<file path="config.mk">
export PLATFORM = sky130hd
export DESIGN_NAME = fu_sequencer_flat
export DESIGN_NICKNAME = d
export VERILOG_FILES = /design/src/rtl/fu_pkg.sv /design/src/rtl/fu_sequencer_if.sv /design/src/rtl/fu_ctrl_decode.sv /design/src/rtl/fu_sequencer.sv /design/src/flat_wrapper.sv
export SDC_FILE = /design/constraint.sdc
export NUM_CORES = 1
export LEC_CHECK = 0
export CORE_UTILIZATION = 40
export CTS_CLUSTER_SIZE = 20
export DETAILED_ROUTE_END_ITERATION = 8
export HOLD_SLACK_MARGIN = 0.15
export PLACE_DENSITY_LB_ADDON = 0.3
export SETUP_SLACK_MARGIN = 0.5
export SLEW_MARGIN = 40
export SYNTH_ARGS = -nofsm -noshare
export SYNTH_HDL_FRONTEND = slang
export SYNTH_SLANG_ARGS = --single-unit
</file>
<file path="constraint.sdc">
create_clock -name CLK -period 3.29 [get_ports CLK]
set_input_delay 0.8225 -clock CLK [delete_from_list [all_inputs] [get_ports CLK]]
set_output_delay 0.8225 -clock CLK [all_outputs]
set_load 0.01 [all_outputs]
</file>
<file path="src/rtl/fu_pkg.sv">
// Shared types for the function-unit sequencer:
// FS codes, instruction classes, branch conditions, states, control word.
package fu_pkg;

  localparam logic [3:0] FS_MOVA = 4'b0000;
  localparam logic [3:0] FS_INC  = 4'b0001;
  localparam logic [3:0] FS_ADD  = 4'b0010;
  localparam logic [3:0] FS_ADDC = 4'b0011;
  localparam logic [3:0] FS_ADNB = 4'b0100;
  localparam logic [3:0] FS_SUB  = 4'b0101;
  localparam logic [3:0] FS_DEC  = 4'b0110;
  localparam logic [3:0] FS_TRA  = 4'b0111;
  localparam logic [3:0] FS_AND  = 4'b1000;
  localparam logic [3:0] FS_OR   = 4'b1001;
  localparam logic [3:0] FS_XOR  = 4'b1010;
  localparam logic [3:0] FS_NOT  = 4'b1011;
  localparam logic [3:0] FS_MOVB = 4'b1100;
  localparam logic [3:0] FS_SRB  = 4'b1101;
  localparam logic [3:0] FS_SLB  = 4'b1110;
  localparam logic [3:0] FS_HOLD = 4'b1111;

  typedef enum logic [2:0] {
    CL_NOP  = 3'b000,
    CL_LDI  = 3'b001,
    CL_LD   = 3'b010,
    CL_ST   = 3'b011,
    CL_BRC  = 3'b100,
    CL_HALT = 3'b101,
    CL_RSV6 = 3'b110,
    CL_RSV7 = 3'b111
  } cls_e;

  typedef enum logic [2:0] {
    CC_Z   = 3'b000,
    CC_NZ  = 3'b001,
    CC_N   = 3'b010,
    CC_C   = 3'b011,
    CC_V   = 3'b100,
    CC_AL  = 3'b101,
    CC_NV6 = 3'b110,
    CC_NV7 = 3'b111
  } cond_e;

  typedef enum logic [2:0] {
    S_IDLE   = 3'd0,
    S_FETCH  = 3'd1,
    S_DECODE = 3'd2,
    S_EXEC   = 3'd3,
    S_FLAG   = 3'd4,
    S_HALT   = 3'd5
  } state_e;

  typedef struct packed {
    logic [3:0]  fs;
    logic [2:0]  da;
    logic [2:0]  aa;
    logic [2:0]  ba;
    logic        mb;
    logic        md;
    logic        rw;
    logic        mw;
    logic [15:0] konst;
  } ctrl_t;

  localparam ctrl_t CTRL_IDLE = '{
    fs: FS_HOLD, da: 3'd0, aa: 3'd0, ba: 3'd0,
    mb: 1'b0, md: 1'b0, rw: 1'b0, mw: 1'b0,
    konst: 16'h0000
  };

  // Flags are packed {V,C,N,Z}
  function automatic logic cond_true(cond_e c,
                                     logic [3:0] f);
    logic t;
    t = 1'b0;
    case (c)
      CC_Z:    t = f[0];
      CC_NZ:   t = !f[0];
      CC_N:    t = f[1];
      CC_C:    t = f[2];
      CC_V:    t = f[3];
      CC_AL:   t = 1'b1;
      default: t = 1'b0;
    endcase
    return t;
  endfunction

endpackage

</file>
<file path="src/rtl/fu_sequencer_if.sv">
// Instruction fetch port: request/acknowledge with
// same-cycle data.
interface fu_sequencer_if #(
  parameter int PC_W = 8
);
  logic            ireq;
  logic [PC_W-1:0] iaddr;
  logic            iack;
  logic [15:0]     idata;

  modport master (
    output ireq, iaddr,
    input  iack, idata
  );

  modport slave (
    input  ireq, iaddr,
    output iack, idata
  );
endinterface

</file>
<file path="src/rtl/fu_ctrl_decode.sv">
// Combinational instruction decode: IR to control
// word, instruction class and reserved-opcode flag.
module fu_ctrl_decode
  import fu_pkg::*;
(
  input  logic [15:0] ir_i,
  output ctrl_t       ctrl_o,
  output logic        alu_o,
  output cls_e        cls_o,
  output logic        rsv_o
);

  always_comb begin
    ctrl_o = CTRL_IDLE;
    alu_o  = ir_i[15];
    cls_o  = cls_e'(ir_i[14:12]);
    rsv_o  = 1'b0;
    if (ir_i[15]) begin
      ctrl_o.fs = ir_i[14:11];
      ctrl_o.da = ir_i[10:8];
      ctrl_o.aa = ir_i[7:5];
      ctrl_o.ba = ir_i[4:2];
      ctrl_o.rw = 1'b1;
    end else begin
      unique case (cls_o)
        CL_LDI: begin
          ctrl_o.fs    = FS_MOVB;
          ctrl_o.da    = ir_i[11:9];
          ctrl_o.mb    = 1'b1;
          ctrl_o.rw    = 1'b1;
          ctrl_o.konst = {8'h00, ir_i[7:0]};
        end
        CL_LD: begin
          ctrl_o.da = ir_i[11:9];
          ctrl_o.aa = ir_i[8:6];
          ctrl_o.md = 1'b1;
          ctrl_o.rw = 1'b1;
        end
        CL_ST: begin
          ctrl_o.aa = ir_i[8:6];
          ctrl_o.ba = ir_i[5:3];
          ctrl_o.mw = 1'b1;
        end
        CL_RSV6, CL_RSV7: rsv_o = 1'b1;
        default: ;
      endcase
    end
  end

endmodule

</file>
<file path="src/rtl/fu_sequencer.sv">
// Multi-cycle control sequencer: fetches, decodes and
// issues control words; resolves branches on latched flags.
module fu_sequencer
  import fu_pkg::*;
#(
  parameter int              PC_W     = 8,
  parameter logic [PC_W-1:0] RESET_PC = '0
) (
  input  logic          CLK,
  input  logic          RESET,
  input  logic          start,
  fu_sequencer_if.master ibus,
  output logic [3:0]    FS,
  output logic [2:0]    DA,
  output logic [2:0]    AA,
  output logic [2:0]    BA,
  output logic          MB,
  output logic [15:0]   const_out,
  output logic          MD,
  output logic          RW,
  output logic          MW,
  input  logic          V,
  input  logic          C,
  input  logic          N,
  input  logic          Z,
  output logic          busy,
  output logic          halted,
  output logic          illegal
);

  state_e          state_q, state_d;
  logic [PC_W-1:0] pc_q, pc_d;
  logic [15:0]     ir_q, ir_d;
  logic [3:0]      flg_q, flg_d;
  logic            ill_q, ill_d;

  ctrl_t           dec;
  ctrl_t           ctrl;
  logic            is_alu;
  cls_e            cls;
  logic            rsv;
  logic [PC_W-1:0] pc_inc;
  logic [PC_W-1:0] br_off;
  logic            taken;

  fu_ctrl_decode u_dec (
    .ir_i   (ir_q),
    .ctrl_o (dec),
    .alu_o  (is_alu),
    .cls_o  (cls),
    .rsv_o  (rsv)
  );

  // Truncating the sign-extended offset gives mod 2^PC_W wrap
  assign pc_inc = pc_q + PC_W'(1);
  assign br_off = PC_W'({{23{ir_q[8]}}, ir_q[8:0]});
  assign taken  = (cls == CL_BRC) &&
                  cond_true(cond_e'(ir_q[11:9]), flg_q);

  always_comb begin
    state_d    = state_q;
    pc_d       = pc_q;
    ir_d       = ir_q;
    flg_d      = flg_q;
    ill_d      = ill_q;
    ctrl       = CTRL_IDLE;
    ibus.ireq  = 1'b0;
    ibus.iaddr = pc_q;
    unique case (state_q)
      S_IDLE: begin
        if (start) state_d = S_FETCH;
      end
      S_FETCH: begin
        ibus.ireq = 1'b1;
        if (ibus.iack) begin
          ir_d    = ibus.idata;
          state_d = S_DECODE;
        end
      end
      S_DECODE: state_d = S_EXEC;
      S_EXEC: begin
        ctrl = dec;
        if (is_alu) begin
          state_d = S_FLAG;
        end else if (cls == CL_HALT) begin
          state_d = S_HALT;
        end else begin
          state_d = S_FETCH;
          pc_d    = taken ? pc_inc + br_off : pc_inc;
          if (rsv) ill_d = 1'b1;
        end
      end
      S_FLAG: begin
        flg_d   = {V, C, N, Z};
        pc_d    = pc_inc;
        state_d = S_FETCH;
      end
      S_HALT: ;
      default: state_d = S_IDLE;
    endcase
  end

  always_ff @(posedge CLK or posedge RESET) begin
    if (RESET) begin
      state_q <= S_IDLE;
      pc_q    <= RESET_PC;
      ir_q    <= '0;
      flg_q   <= '0;
      ill_q   <= 1'b0;
    end else begin
      state_q <= state_d;
      pc_q    <= pc_d;
      ir_q    <= ir_d;
      flg_q   <= flg_d;
      ill_q   <= ill_d;
    end
  end

  assign FS        = ctrl.fs;
  assign DA        = ctrl.da;
  assign AA        = ctrl.aa;
  assign BA        = ctrl.ba;
  assign MB        = ctrl.mb;
  assign MD        = ctrl.md;
  assign RW        = ctrl.rw;
  assign MW        = ctrl.mw;
  assign const_out = ctrl.konst;
  assign busy      = (state_q != S_IDLE) &&
                     (state_q != S_HALT);
  assign halted    = (state_q == S_HALT);
  assign illegal   = ill_q;

endmodule

</file>
<file path="src/flat_wrapper.sv">
// flat-port wrapper written by rule: the top's interface ports become plain ports
module fu_sequencer_flat import fu_pkg::*;
#(
  parameter int              PC_W     = 8,
  parameter logic [PC_W-1:0] RESET_PC = '0
)
  (CLK, RESET, start, FS, DA, AA, BA, MB, const_out, MD, RW, MW, V, C, N, Z, busy, halted, illegal, ibus_ireq, ibus_iaddr, ibus_iack, ibus_idata);
  fu_sequencer_if #(.PC_W(PC_W)) ibus_i ();
  input  logic CLK;
  input  logic RESET;
  input  logic start;
  output logic [3:0] FS;
  output logic [2:0] DA;
  output logic [2:0] AA;
  output logic [2:0] BA;
  output logic MB;
  output logic [15:0] const_out;
  output logic MD;
  output logic RW;
  output logic MW;
  input  logic V;
  input  logic C;
  input  logic N;
  input  logic Z;
  output logic busy;
  output logic halted;
  output logic illegal;
  output wire logic [$bits(ibus_i.ireq)-1:0] ibus_ireq;
  output wire logic [$bits(ibus_i.iaddr)-1:0] ibus_iaddr;
  input wire logic [$bits(ibus_i.iack)-1:0] ibus_iack;
  input wire logic [$bits(ibus_i.idata)-1:0] ibus_idata;
  assign ibus_ireq = ibus_i.ireq;
  assign ibus_iaddr = ibus_i.iaddr;
  assign ibus_i.iack = ibus_iack;
  assign ibus_i.idata = ibus_idata;
  fu_sequencer #(.PC_W(PC_W), .RESET_PC(RESET_PC)) u_core (.CLK(CLK), .RESET(RESET), .start(start), .ibus(ibus_i), .FS(FS), .DA(DA), .AA(AA), .BA(BA), .MB(MB), .const_out(const_out), .MD(MD), .RW(RW), .MW(MW), .V(V), .C(C), .N(N), .Z(Z), .busy(busy), .halted(halted), .illegal(illegal));
endmodule
</file>
Word level (Yosys, flattened, before mapping). Cells that the tools add are included.

Bits of input ports: 24. Output and inout bits: 45. Word-level logic and storage cells: 73. Register bits: 32.

Multiplexer cells: 27. Eq/ne operators: 22. Reductions and logical operators: 14. Bitwise gates (word level): 3. Add/sub/neg operators: 2.

Operator list (number): $mux W33 (1); $mux W8 (4); $eq A3 B3 Y1 const B (8); $mux W3 (7); $eq A3 B2 Y1 const B (6); $pmux W3 S6 (1); $mux W17 (1); $pmux W8 S2 (1); $mux W13 (1); $eq A3 B1 Y1 const B (3); $add A8 B1 Y8 const B (1); $add A8 B8 Y8 (1); $mux W1 (8); $ne A2 B2 Y1 const B (4); $logic_not A3 Y1 (2); $pmux W1 S6 (1); $reduce_and A3 Y1 (2); $reduce_or A2 Y1 (3); $mux W2 (2); $reduce_and A4 Y1 (1); $ne A3 B3 Y1 const B (1); $not A1 Y1 (3); $reduce_bool A3 Y1 (1); $logic_and A1 B1 Y1 (2); 3 further kinds (3).

Depth between registers and ports, before layout. Gate-level depths: netlist (run 1).

Depth after elaboration: 7. Mapped depth: 10. Depth with buffers taken out: 10.

Modules after synthesis. From an unflattened synthesis (run 1), not the netlist that was laid out.

Cell total of the unflattened synthesis: 272. Area, all modules: 2493.6 µm².

By module, submodules not included: fu_sequencer (area each 2088.3 µm², sequential area each 800.8 µm², times used 1, cells an instance 210); fu_ctrl_decode (area each 405.4 µm², sequential area each 0.0 µm², times used 1, cells an instance 62).

Worst setup path after synthesis (run 1). OpenSTA, ideal clock, no wires.

Kind: reg2reg. From: register u_core.pc_q[2] (netlist: u_core.ibus.iaddr[2]). To: register u_core.pc_q[7] (netlist: u_core.ibus.iaddr[7]). Data arrival time: 2370 ps. Data required time: 3154 ps. Path slack: 784 ps. Buffers on the path: 0. Stages on the path, launching flop included: 11. Clock period less this slack: 2506 ps. Library setup time: 136 ps. Cells stage by stage: dfrtp_1 -> and3_1 -> nand3_1 -> xnor2_1 -> ha_1 -> o21a_1 -> o21ai_0 -> a21oi_1 -> or4_1 -> o2111ai_1 -> o31ai_1.

Longest elaborated chain between the ends: 6.

RTL lines: from (decl) (RTL line fu_sequencer.sv:32) `logic [PC_W-1:0] pc_q, pc_d;`; from (signal assigned) (RTL line fu_sequencer.sv:112) `pc_q <= pc_d;`; $add A8 B1 Y8 (*) (RTL line fu_sequencer.sv:55) `assign pc_inc = pc_q + PC_W'(1);`; $add A8 B8 Y8 (RTL line fu_sequencer.sv:89) `pc_d = taken ? pc_inc + br_off : pc_inc;`; $mux W8 (RTL line fu_sequencer.sv:89); $mux W8 (RTL line fu_sequencer.sv:85) `end else if (cls == CL_HALT) begin`; $mux W8 (RTL line fu_sequencer.sv:83) `if (is_alu) begin`; $pmux W8 S2 (*) (RTL line fu_sequencer.sv:69) `unique case (state_q)`.

Mark *: on every way between the ends. The rest lies on a longest branch, timed or not. The select of a mux whose other input is x is not followed. A chain may end at the register's enable or synchronous reset.

Final worst setup path (run 1).
From: register u_core.state_q[2]. To: output const_out[7].

Longest elaborated chain between the ends: 2.

RTL lines: from (decl) (RTL line fu_sequencer.sv:31) `state_e state_q, state_d;`; from (signal assigned) (RTL line fu_sequencer.sv:111) `state_q <= state_d;`; $eq A3 B2 Y1 (RTL line fu_sequencer.sv:69); $mux W33 (RTL line fu_sequencer.sv:69); to (decl) (RTL line flat_wrapper.sv:17) `output logic [15:0] const_out;`.

No other way between the ends.

==> run summary, run 1 <==
result of the run - complete, no violations
Hold Violations, Final - 0
worst reg2reg path startpoint - u_core.ibus.iaddr[2]$_DFFE_PP0P_
die outline height - 76.3 um
DP Worst Slack - 484 ps
max-cap viol count - 0
synth unique cells - 48
worst-case vdd ir drop - 557 uV
HPWL after DPL - 3860 um
count of clock tree sinks - 32
power density over the cells - 969 nW/um^2
setup slack of the worst register-to-register path - 660 ps
EDFF count, synth - 0
Main synth FF type - sky130_fd_sc_hd__dfrtp_1
fraction of layout cells with a size suffix above 1 - 0.191
startpoint of the worst hold path - u_core.ibus.iaddr[7]$_DFFE_PP0P_
clock-pin transition on the worst setup and hold timing paths - 60 ps
fraction of post-synthesis cell area in the top cell type by area - 0.362
antenna-violating nets left - 0
Pwr Total - 2960 uW
gr ovfl total - 0
leak pwr - 0.00149 uW
area leader, netlist - sky130_fd_sc_hd__dfrtp_1
Die Span X - 76.3 um
clock insertion delay at the later pin of the skew report - 280 ps
min Tclk post-route - 2850 ps
global router's overall resource usage - 0.192
vias after detailed routing - 1,934
CTS root buffer - sky130_fd_sc_hd__clkbuf_8
worst path arrival time - 2020 ps
CTS tree - built
fraction of registers with async set/reset - 1.00
unrepaired setup endpoints after global routing - true
die area - 5830 um^2
CTS max path bufs - 2
transition time at the pin with the least slew margin - 616 ps
Worst R2R End - u_core.ibus.iaddr[7]$_DFFE_PP0P_
Setup crit end kind - primary output
Area Overhead vs Synth - 38.0%
number of DRC markers in iteration 0 - 120
setup total negative slack - 0 ps
highest fanout seen on the critical path - 5
worst hold path class - register to register
largest net degree at the start of global routing - 33
synth top area cells - sky130_fd_sc_hd__dfrtp_1 (36%), sky130_fd_sc_hd__mux2_2 (8.1%), sky130_fd_sc_hd__ha_1 (5.1%)
end point of the critical path - const_out[7]
endpoints failing setup - 0
initial core utilization - 0.425
crit path setup slack, layout - 444 ps
average instance area after synthesis - 9.57 um^2
worst setup path startpoint - u_core.state_q[2]$_DFFE_PP0P_
maximum clock rate - 351 MHz
average via count per standard cell - 5.18
final layout net count - 337
required arrival time at the worst endpoint - 2470 ps
H-tree Lvls - 2
Top Ports - 69
vias in the first global route - 1,864
final wirelength - 5520 um
final-report max-slew violation count - 0
type of the worst setup path - register to primary output
number of port buffers - 60
wire length per cell - 14.8 um
Placer Congestion - 0.778
number of cells produced by synthesis - 231
Floorplan Core Area - 5200 um^2
# DRC - 0
number of antenna violations at the first check in global routing - 0
worst hold stages - 1
final clock skew - 3.58 ps
number of buffers inserted during clock tree synthesis - 5
max_slew headroom - 0.589
first-pass GRT wire length - 8810 um
placement row count - 26
number of search-and-repair iterations in the first detailed-routing pass - 4
yosys synthesis warning count - 0
flops & latches, synth - 32
cell area after technology mapping - 2210 um^2
sequential share of the synthesized area - 0.362
Setup crit start kind - register
final worst-path cycle share - 0.865
number of diodes - 0
logic depth of the worst register-to-register path - 10
-- area by class of cell --
type,count,area [um^2]
fill,475,2150
multi-input combinational,178,1290
sequential,32,811
timing repair buffer,77,729
clock buffer,7,96.3
tap,70,87.6
inverter,9,33.8
-- sequential cells by signal, indices dropped and copies added (netlist names) --
signal	count
u_core.flg_q	4
u_core.ibus.iaddr	8
u_core.illegal	1
u_core.ir_q	16
u_core.state_q	3
-- routing by layer --
layer | up-vias | global-route usage | share of wire
li1 | 956 | - | -
met1 | 915 | 0.243 | 0.45
met2 | 55 | 0.315 | 0.49
met3 | 8 | 0.0467 | 0.048
met4 | 0 | 0.0712 | 0.016
met5 | - | 0 | 0
-- kinds of logic after synthesis --
family,count (synthesis),share of synthesized area
and+or+nand+nor,75,0.183
AOI/OAI and AO/OA,51,0.163
DFF,32,0.362
buffers and inverters,28,0.0741
muxes,22,0.109
xor gates and xnor gates,12,0.0475
adders and majority gates,10,0.0600
other,1,0.00170
-- synth_stat cells (all sizes together) (9+ instances only) --
| cell type | number |
|---|---|
| and2 | 11 |
| buf | 14 |
| xnor2 | 9 |
| mux2 | 16 |
| inv | 9 |
| o21ai | 11 |
| a21oi | 15 |
| nand2 | 9 |
| nor2 | 18 |
| ha | 9 |
| dfrtp | 32 |
-- placed cells by master (no fill, tap or decap), drive strengths merged, types with 2 or more instances in the layout --
| master | count |
|---|---|
| clkbuf | 9 |
| dlygate4sd2 | 9 |
| nand3 | 7 |
| a221oi | 2 |
| nor3 | 5 |
| o2111ai | 2 |
| xnor2 | 9 |
| nor2 | 18 |
| a21o | 2 |
| and2 | 11 |
| dfrtp | 32 |
| a21oi | 15 |
| conb | 8 |
| ha | 9 |
| nor2b | 6 |
| buf | 17 |
| dlymetal6s2s | 9 |
| inv | 9 |
| o21bai | 2 |
| and3 | 5 |
| nand2 | 9 |
| o31ai | 2 |
| nand2b | 2 |
| clkdlybuf4s50 | 40 |
| nor4b | 3 |
| o21ai | 11 |
| nor4 | 2 |
| a22o | 7 |
| mux2 | 16 |
| or3 | 2 |
| mux2i | 6 |
| xor2 | 3 |
-- how the worst min path moves through the flow --
stage / to / slack (ps)
5_1_grt: u_core.ibus.iaddr[7]$_DFFE_PP0P_ / 510
6_report: u_core.ibus.iaddr[7]$_DFFE_PP0P_ / 490
2_1_floorplan: u_core.flg_q[2]$_DFFE_PP0P_ / 480
4_1_cts: u_core.ibus.iaddr[7]$_DFFE_PP0P_ / 490
3_3_place_gp: u_core.illegal$_DFFE_PP0P_ / 480
3_5_place_dp: u_core.illegal$_DFFE_PP0P_ / 480
-- where the power goes --
part / leakage [uW] / total [uW] / internal (uW) / switching, uW
logic: 0.00107 / 1760 / 905 / 853
clock network: 0.0000503 / 325 / 186 / 139
registers: 0.000368 / 874 / 601 / 273
total: 0.00149 / 2960 / 1690 / 1260
-- per-stage QoR --
step | area [um^2] | hold WS, ps | cells | utilization
global route | 3050 | 510 | 373 | 0.586
finish | 3050 | 491 | 373 | 0.586
global placement | 2830 | 477 | 354 | 0.544
detailed placement | 2830 | 477 | 354 | 0.544
CTS | 3010 | 490 | 370 | 0.578
floorplan | 2240 | 479 | 238 | -
-- critical path: stages (launching register included) --
cell and delay (ps):
sky130_fd_sc_hd__dfrtp_2 390, sky130_fd_sc_hd__nand3b_1 220, sky130_fd_sc_hd__nor4b_4 280, sky130_fd_sc_hd__buf_4 180, sky130_fd_sc_hd__and2_1 130, sky130_fd_sc_hd__clkdlybuf4s50_1 530
-- timing repair --
| action | CTS | global route |
|---|---|---|
| resized for setup | 22 | 18 |
| buffers inserted | 8 | 3 |
| pin swaps | 0 | 1 |
| cloned | 1 | 0 |
| hold buffers | 0 | 0 |
| endpoints found under the setup margin | 20 | 17 |
Power figures use the tool's default switching activity.
==> inputs of run 2 (changes only) <==
- MAX_ROUTING_LAYER: default -> met4
==> run summary, run 2 (synthesized netlist as in run 1, its figures left out) <==
result of the run - complete, no violations
final worst-path cycle share - 0.866 (+0.000969)
worst path arrival time - 2030 ps (about the same)
number of instances in the placed design - 354 (unchanged)
max_slew headroom - 0.589 (unchanged)
top routing layer in use - met4
type of the worst setup path - register to primary output
antenna-violating nets left - 0 (unchanged)
transition time at the pin with the least slew margin - 616 ps (-0.000238 ps)
number of port buffers - 60 (unchanged)
largest reg by FF count - u_core.ir_q
met3 WL post-DR - 244 um (-7.2%)
setup total negative slack - 0 ps (unchanged)
CTS tree - built
final-report max-slew violation count - 0 (unchanged)
# DRC - 0 (unchanged)
commonest cells after routing, fill and taps aside - sky130_fd_sc_hd__clkdlybuf4s50_1 (40), sky130_fd_sc_hd__dfrtp_1 (24), sky130_fd_sc_hd__nor2_1 (17), sky130_fd_sc_hd__buf_4 (17), sky130_fd_sc_hd__mux2_2 (16)
crit path setup slack, layout - 441 ps (-3.19 ps)
final clock skew - 3.50 ps (-0.0791 ps)
worst reg2reg path startpoint - u_core.ibus.iaddr[2]$_DFFE_PP0P_
clock-pin transition on the worst setup and hold timing paths - 60 ps (about the same)
average via count per standard cell - 5.18 (about the same)
Die Span X - 76.3 um (unchanged)
final layout net count - 337 (unchanged)
Placer Congestion - 0.789 (+1.4%)
setup slack of the worst register-to-register path - 660 ps (about the same)
worst-case vdd ir drop - 557 uV (about the same)
HPWL after DPL - 3860 um (unchanged)
global router's overall resource usage - 0.197 (+0.00557)
max-cap viol count - 0 (unchanged)
H-tree Lvls - 2 (unchanged)
CTS root buffer - sky130_fd_sc_hd__clkbuf_8
initial core utilization - 0.425 (unchanged)
number of flip-flops in the largest register - 16 (unchanged)
most common cell after layout, fill and taps aside - sky130_fd_sc_hd__clkdlybuf4s50_1
vias after detailed routing - 1,933 (-0.052%)
Top Ports - 69 (unchanged)
highest fanout seen on the critical path - 5 (unchanged)
CTS hold repair buffers - 0 (unchanged)
placement row count - 26 (unchanged)
endpoints failing setup - 0 (unchanged)
Worst R2R End - u_core.ibus.iaddr[7]$_DFFE_PP0P_
largest net degree at the start of global routing - 33 (unchanged)
number of antenna violations at the first check in global routing - 0 (unchanged)
Fin Hold WS - 491 ps (-0.00100 ps)
number of buffers inserted during clock tree synthesis - 5 (unchanged)
unrepaired setup endpoints after global routing - true
count of clock tree sinks - 32 (unchanged)
Area Overhead vs Synth - 38.0% (unchanged)
wire length per cell - 14.8 um (+0.18%)
gr ovfl total - 0 (unchanged)
Setup crit start kind - register
worst hold stages - 1 (unchanged)
met1 layer wirelength in the final routing - 2490 um (+0.85%)
vias in the first global route - 1,864 (unchanged)
DP Worst Slack - 484 ps (unchanged)
number of search-and-repair iterations in the first detailed-routing pass - 4 (unchanged)
number of diodes - 0 (unchanged)
first-pass GRT wire length - 8810 um (unchanged)
stage delay of the slowest cell on the critical path - 530 ps (about the same)
maximum clock rate - 351 MHz (-0.11%)
die area - 5830 um^2 (unchanged)
Hold Violations, Final - 0 (unchanged)
non-filler cells in the finished layout - 373 (unchanged)
logic depth of the worst register-to-register path - 10 (unchanged)
startpoint of the worst hold path - u_core.ibus.iaddr[7]$_DFFE_PP0P_
fraction of layout cells with a size suffix above 1 - 0.191 (unchanged)
worst hold path class - register to register
Setup crit end kind - primary output
clock insertion delay at the later pin of the skew report - 280 ps (about the same)
Pwr Total - 2960 uW (about the same)
required arrival time at the worst endpoint - 2470 ps (about the same)
leak pwr - 0.00149 uW (unchanged)
final wirelength - 5530 um (+0.18%)
power density over the cells - 969 nW/um^2 (about the same)
number of DRC markers in iteration 0 - 120 (unchanged)
critical-path cell list - nand3b_1 > nor4b_4 > buf_4 > and2_1 > clkdlybuf4s50_1
Floorplan Core Area - 5200 um^2 (unchanged)
critical-path cell with the highest stage delay - sky130_fd_sc_hd__clkdlybuf4s50_1
CTS max path bufs - 2 (unchanged)
hold worst-path end - u_core.ibus.iaddr[7]$_DFFE_PP0P_
die outline height - 76.3 um (unchanged)
amount of wire on met2 after detailed routing - 2720 um (+0.30%)
min Tclk post-route - 2850 ps (+3.19 ps)
## run 2: report_power, final
part / internal, uW / switching [uW] / total [uW]
clock network: 186 / 139 / 325
registers: 601 / 274 / 874
logic: 905 / 852 / 1760
## run 2: routing by layer
metal  vias to the layer above  GRT usage
li1                        957          -
met1                       915      0.246
met4                         0     0.0712
met2                        53      0.315
met5                         -          -
met3                         8     0.0419
## run 2: worst max-delay path, delay by kind of cell, from the launching register on
family | cells | cell delay, ps
AND/OR/NAND/NOR | 3 | 640
flip-flops | 1 | 390
buffers and inverters | 2 | 710
## run 2: repair_timing
action	4_1_cts	5_1_grt
pin swaps	0	1
setup buffers	8	3
resized for setup	22	18
setup endpoints to repair	20	17
hold endpoints to repair	0	0
gates cloned	1	0
## run 2: worst max path at each step
stage / from / to / slack, ps / depth (start not counted)
final: u_core.state_q[2]$_DFFE_PP0P_ / const_out[7] / 440 / 5
after global routing: u_core.state_q[2]$_DFFE_PP0P_ / const_out[7] / 370 / 5
after CTS: u_core.state_q[2]$_DFFE_PP0P_ / const_out[7] / 400 / 5
after detailed placement: u_core.state_q[2]$_DFFE_PP0P_ / const_out[7] / 480 / 5
after global placement: u_core.state_q[2]$_DFFE_PP0P_ / const_out[7] / 530 / 5
after floorplan: u_core.ibus.iaddr[2]$_DFFE_PP0P_ / u_core.ibus.iaddr[7]$_DFFE_PP0P_ / 780 / 10
## run 2: layout make-up
type                            count  area (um^2)
Clock buffer                        7         96.3
Fill cell                         475         2150
Inverter                            9         33.8
Multi-Input combinational cell    178         1290
Sequential cell                    32          811
Tap cell                           70         87.6
Timing Repair Buffer               77          729
## run 2: stage by stage
stage,cell area (um^2),util
after CTS,3010,0.578
after floorplan,2240,-
after detailed placement,2830,0.544
after global placement,2830,0.544
after global routing,3050,0.586
final,3050,0.586
==> inputs of run 3 (changes only) <==
- CORE_MARGIN: default -> 1
==> results of run 3 <==
No change in the layout: final DEF, timing and power equal those of run 2.
